## config.mk

```make
export PLATFORM = sky130hd
export DESIGN_NAME = instr_cycle_sequencer
export DESIGN_NICKNAME = d
export VERILOG_FILES = /design/src/rtl/seq_pkg.sv /design/src/rtl/q_phase_gen.sv /design/src/rtl/instr_cycle_sequencer.sv
export SDC_FILE = /design/constraint.sdc
export NUM_CORES = 1
export LEC_CHECK = 0
export CAP_MARGIN = 20
export CELL_PAD_IN_SITES_DETAIL_PLACEMENT = 1
export CELL_PAD_IN_SITES_GLOBAL_PLACEMENT = 1
export CORE_ASPECT_RATIO = 0.8
export CORE_MARGIN = 10
export CORE_UTILIZATION = 34
export DETAILED_ROUTE_END_ITERATION = 6
export GPL_TIMING_DRIVEN = 1
export PLACE_DENSITY = 0.77
export SLEW_MARGIN = 40
export SYNTH_ARGS = -nofsm -noshare
export SYNTH_HDL_FRONTEND = slang
export SYNTH_SLANG_ARGS = --single-unit
```

## constraint.sdc

```tcl
create_clock -name clk -period 1.5 [get_ports clk]
set_input_delay 0.3 -clock clk [delete_from_list [all_inputs] [get_ports clk]]
set_output_delay 0.3 -clock clk [all_outputs]
set_load 0.01 [all_outputs]
```

## src/rtl/seq_pkg.sv

```systemverilog
// rtl/seq_pkg.sv - sequencer state encoding and phase constants
package seq_pkg;
    typedef enum logic [1:0] {FILL, RUN, FLUSH, HALT} seq_state_t;

    localparam logic [1:0] Q1 = 2'd0;
    localparam logic [1:0] Q2 = 2'd1;
    localparam logic [1:0] Q3 = 2'd2;
    localparam logic [1:0] Q4 = 2'd3;
endpackage

```

## src/rtl/q_phase_gen.sv

```systemverilog
// rtl/q_phase_gen.sv - 2-bit Q-phase counter with registered strobe decode
module q_phase_gen
    import seq_pkg::*;
(
    input  logic       clk,
    input  logic       reset,
    input  logic       en_i,
    input  logic       start_i,
    input  logic       park_i,
    input  logic       full_i,
    output logic [1:0] phase_o,
    output logic [4:0] stb_o
);
    logic [1:0] phase_q, phase_d;
    logic [4:0] stb_q, stb_d;

    // stb bits: 0 fetch, 1 operand read, 2 alu, 3 save, 4 pc advance
    always_comb begin
        phase_d = phase_q;
        stb_d   = '0;
        if (park_i) begin
            phase_d = Q1;
        end else if (en_i) begin
            phase_d  = start_i ? Q1 : phase_q + 2'd1;
            stb_d[0] = (phase_d == Q1);
            stb_d[1] = (phase_d == Q2) && full_i;
            stb_d[2] = (phase_d == Q3) && full_i;
            stb_d[3] = (phase_d == Q4) && full_i;
            stb_d[4] = (phase_d == Q4);
        end
    end

    always_ff @(posedge clk or negedge reset) begin
        if (!reset) begin
            phase_q <= Q1;
            stb_q   <= '0;
        end else begin
            phase_q <= phase_d;
            stb_q   <= stb_d;
        end
    end

    assign phase_o = phase_q;
    assign stb_o   = stb_q;
endmodule

```

## src/rtl/instr_cycle_sequencer.sv

```systemverilog
// rtl/instr_cycle_sequencer.sv - Q1..Q4 instruction-cycle FSM with flush, halt/wake
// and optional single-step (SEQ_SINGLE_STEP_EN)
module instr_cycle_sequencer
    import seq_pkg::*;
#(
    parameter int CNT_W      = 16,
    parameter int RESET_NOPS = 1
) (
    input  logic             clk,
    input  logic             reset,
    input  logic             run_en,
    input  logic             branch_taken,
    input  logic             skip_req,
    input  logic             halt_req,
    input  logic             wake_req,
`ifdef SEQ_SINGLE_STEP_EN
    input  logic             step_mode,
    input  logic             step_req,
`endif
    output logic [1:0]       q_phase,
    output logic             inst_fetch,
    output logic             data_fetch,
    output logic             alu_results,
    output logic             save_files,
    output logic             pc_en,
    output logic             flush_cycle,
    output logic             halted,
    output logic [CNT_W-1:0] cycle_count
);
    localparam logic [1:0] FILL_INIT = 2'(RESET_NOPS);

    seq_state_t       state_q, state_d;
    logic             pend_q, pend_d;
    logic             idle_q, idle_d;
    logic [1:0]       fill_q, fill_d;
    logic [CNT_W-1:0] cnt_q, cnt_d;
    logic             ph_en, ph_start, ph_park;
    logic             step_ok, step_park;
    logic [1:0]       phase_w;
    logic [4:0]       stb_w;

`ifdef SEQ_SINGLE_STEP_EN
    logic step_q;

    always_ff @(posedge clk or negedge reset) begin
        if (!reset) step_q <= 1'b0;
        else        step_q <= step_req;
    end

    assign step_ok   = !step_mode || (step_req && !step_q);
    assign step_park = step_mode;
`else
    assign step_ok   = 1'b1;
    assign step_park = 1'b0;
`endif

    // idle_q: sitting at Q1 with that phase not yet executed (after reset, halt, step park)
    always_comb begin
        state_d  = state_q;
        pend_d   = pend_q;
        idle_d   = idle_q;
        fill_d   = fill_q;
        cnt_d    = cnt_q;
        ph_en    = 1'b0;
        ph_start = 1'b0;
        ph_park  = 1'b0;
        if (run_en) begin
            if (state_q == HALT) begin
                if (wake_req) begin
                    state_d  = pend_q ? FLUSH : RUN;
                    pend_d   = 1'b0;
                    idle_d   = 1'b0;
                    ph_en    = 1'b1;
                    ph_start = 1'b1;
                end
            end else if (idle_q) begin
                if (step_ok) begin
                    idle_d   = 1'b0;
                    ph_en    = 1'b1;
                    ph_start = 1'b1;
                end
            end else begin
                ph_en = 1'b1;
                if (phase_w == Q3 && state_q == RUN && (branch_taken || skip_req))
                    pend_d = 1'b1;
                if (phase_w == Q4) begin
                    cnt_d = cnt_q + CNT_W'(1);
                    case (state_q)
                        FILL: begin
                            fill_d = fill_q - 2'd1;
                            if (fill_q == 2'd1) state_d = halt_req ? HALT : RUN;
                        end
                        RUN: begin
                            if (halt_req) begin
                                state_d = HALT;
                            end else if (pend_q) begin
                                state_d = FLUSH;
                                pend_d  = 1'b0;
                            end
                        end
                        default: state_d = halt_req ? HALT : RUN;
                    endcase
                    if (state_d == HALT || step_park) begin
                        ph_park = 1'b1;
                        idle_d  = 1'b1;
                    end
                end
            end
        end
    end

    always_ff @(posedge clk or negedge reset) begin
        if (!reset) begin
            state_q <= FILL;
            pend_q  <= 1'b0;
            idle_q  <= 1'b1;
            fill_q  <= FILL_INIT;
            cnt_q   <= '0;
        end else begin
            state_q <= state_d;
            pend_q  <= pend_d;
            idle_q  <= idle_d;
            fill_q  <= fill_d;
            cnt_q   <= cnt_d;
        end
    end

    q_phase_gen u_phase (
        .clk     (clk),
        .reset   (reset),
        .en_i    (ph_en),
        .start_i (ph_start),
        .park_i  (ph_park),
        .full_i  (state_d == RUN),
        .phase_o (phase_w),
        .stb_o   (stb_w)
    );

    assign q_phase     = phase_w;
    assign inst_fetch  = stb_w[0];
    assign data_fetch  = stb_w[1];
    assign alu_results = stb_w[2];
    assign save_files  = stb_w[3];
    assign pc_en       = stb_w[4];
    assign flush_cycle = (state_q == FILL) || (state_q == FLUSH);
    assign halted      = (state_q == HALT);
    assign cycle_count = cnt_q;
endmodule

```

==> results.toml <==
[yosys]
ys_seq_elements = 29
synth_cell_type_count = 38
synthFlopType = "dfrtp_1"
yosysWarningCount = 0
yosysSeqAreaShare_pct = 52.10
netlist_instances = 122
synth_area_per_cell_um2 = 11.46
synthArstFlopShare_pct = 100.0
synth_top_area_cell = "dfrtp_1"
syn-num-nets = 133
syn_area_um2 = 1398
synthAdderAreaFrac_pct = 3.581
synth_common_cells = "dfrtp_1, xnor2_1, nand2_1, nand3_1, nor2_1"
synthXorXnorAreaFrac_pct = 10.03
synth_simple_gate_area_share_pct = 19.96
yosys-top-cells-area = "dfrtp_1, xnor2_1, dfstp_2"
yosys.area.top_type_share_pct = 48.34
synth_compound_area_share_pct = 8.774
synth-edff-count = 0
yosysMostFrequentCell = "dfrtp_1"
synth_top_family_by_area = "simple AND/OR/NAND/NOR gates"
synth_mux_area_share_pct = 2.417

[run]
drv_cap = 0

[timing]
fin_crit_ns = 1.682
worst_slack_ns = -0.1820
max_slew_margin_pct = 65.65
rsz0062_at_grt = "true"
slew_viol_final = 0
setup_viol = 21
worstMarginPinSlew_ns = 0.5118
max_freq_ghz = 0.5945
fin_tns_setup_ns = -1.835
finalHoldViolCount = 0
skew_ns = 0.003045
period_share_pct = 112.1

[global_routing]
grtUsageTotal_pct = 13.00
antenna_found_initial = 0
grt_overflow_total = 0
grt_max_degree = 30
grt_pass1_wl_mm = 7.320
grt_pass1_vias = 1380

[clock_network]
cts_max_level = 2
clk_path_buf_depth = 2
cts_root_buffer = "clkbuf_8"
clkSlewWorstSetupHoldPaths_ns = 0.07
tritoncts = "built"
clock_latency_ns = 0.29
cts_hold_buffers = 0
cts_sinks = 29
numCtsBuffers = 5

[setup_path]
critical_path.slowest_cell = "or3_4"
crit_type = "reg2reg"
setup.worst_path.end_class = "flip-flop"
cp_data_required_time_ns = 1.72
crit_chain = "buf_4 -> nand2b_1 -> or3_4 -> nor3_2 -> xor2_1"
cp.arrival_ns = 1.90
crit_path_max_fanout = 5
cp_slowest_stage_delay_ns = 0.43
cp-start-kind = "flip-flop"

[run_status]
status = "complete, but fails checks"
violations = "setup timing"

[detailed_routing]
postRouteAntennaNets = 0
viasPerCell = 5.102
drtIter0Drc = 57
dr.pass1.iters = 6
drt-total-wl_mm = 4.905
post_drt_wl_per_cell_um = 20.10
num_vias = 1245
drc = 0

[layout]
stdcell_area_um2 = 2217
drive_above_1_share_pct = 40.74
area_growth_syn_to_layout_pct = 58.64
antenna_cells = 0
nNetsFinal = 199
post-route-util_pct = 57.16

[die]
fp.dieW_um = 91.68
die_area_um2 = 7091
die_h_um = 77.35
initial_core_util_pct = 36.03
rows = 20
fp.coreArea_um2 = 3879
ios = 32

[pwr]
power_leakage_nw = 1.080
power.density_nw_per_um2 = 1381
vdd_drop_max_v = 0.0006284

[place]
portBuffers = 31
detailed_place.area_um2 = 1943
dp_hpwl_mm = 3.190
place.gp.congestion = 0.7986

[min_path]
hold_path.class = "in2async"
==> layout make-up <==
type	count	area (µm²)
Clock buffer	5	68.82
Clock inverter	3	17.52
Fill cell	414	1662
Inverter	5	23.77
Multi-Input combinational cell	86	748.2
Sequential cell	29	735.7
Tap cell	55	68.82
Timing Repair Buffer	61	554.3
==> state kept, by name (all words and copies together) (netlist names) <==
signal,cells
cycle_count,16
u_phase.phase_o,2
u_phase.stb_o,5
state_q,2
idle_q,1
fill_q,2
pend_q,1
==> power breakdown <==
group,switching (mW),internal (mW)
clock network,0.333,0.319
logic,0.614,0.685
registers,0.154,0.957
total,1.10,1.96
==> cells in the final DEF, fill, tap and decap left out, types with 3 or more instances in the layout <==
cell type,instances
nand2_1,5
buf_12,3
inv_1,3
dfrtp_1,21
xor2_1,5
xnor2_1,11
dfrtp_2,6
clkbuf_8,5
nand4_1,4
dlymetal6s2s_1,3
nand3_1,3
o21ai_0,3
clkdlybuf4s50_1,9
nor3_2,4
nor2_1,5
dlygate4sd2_1,16
buf_4,26
nand3_2,3
==> repair_timing <==
action,in CTS,in global routing
pin swaps,7,14
gates cloned,0,0
resized for setup,40,19
endpoints found under the setup margin,41,32
setup buffers,9,1
==> through the flow <==
step | hold slack, ns | total power [mW] | setup WS [ns] | cells
6_report | 0.3593 | 3.062 | -0.1820 | 244
3_5_place_dp | 0.4988 | 2.162 | -0.3877 | 226
2_1_floorplan | 0.004409 | 1.608 | -0.04269 | 122
5_1_grt | 0.3685 | 3.259 | -0.3159 | 244
3_3_place_gp | 0.4865 | 2.084 | -0.3548 | 226
4_1_cts | 0.3657 | 2.951 | -0.1490 | 243
==> cell families (layout without fill, tap and decap cells) <==
| group | Yosys count | count (layout) |
|---|---|---|
| buf+inv | 7 | 74 |
| simple gates | 46 | 46 |
| xor+xnor | 16 | 16 |
| fa+ha+maj | 4 | 4 |
| mux | 3 | 3 |
| flops | 29 | 29 |
| compound gates | 17 | 17 |
==> critical path: cells and delay by family (launching register included) <==
kind                   cells  cell delay [ns]
flip-flops                 1             0.38
AND/OR/NAND/NOR            3             0.90
XOR/XNOR                   1             0.18
buffers and inverters      1             0.15
==> metal layers <==
layer	share of wire (%)	GRT usage (%)	vias to the layer above	wire, µm
met5	0	0	-	0
met4	2.4	5.000	0	116
met3	5.3	5.385	12	260
met2	52	21.91	35	2545
met1	40	14.33	630	1982
li1	-	-	568	-
==> path summary, 6_finish.rpt <==
check                                         endpoint  cells past startpoint  slack [ns]                        from
min reg2reg                 cycle_count[5]$_DFFE_PN0P_                      1        0.51  cycle_count[5]$_DFFE_PN0P_
max reg2reg                cycle_count[12]$_DFFE_PN0P_                      5       -0.18          idle_q$_DFFE_PN1P_
max in group asynchronous        fill_q[0]$_DFFE_PN1P_                      2        0.90                       reset
min in group clk            cycle_count[5]$_DFFE_PN0P_                      1        0.51  cycle_count[5]$_DFFE_PN0P_
max                        cycle_count[12]$_DFFE_PN0P_                      5       -0.18          idle_q$_DFFE_PN1P_
min                         cycle_count[4]$_DFFE_PN0P_                      2        0.36                       reset
No activity file was read; power rests on OpenSTA's default activity.
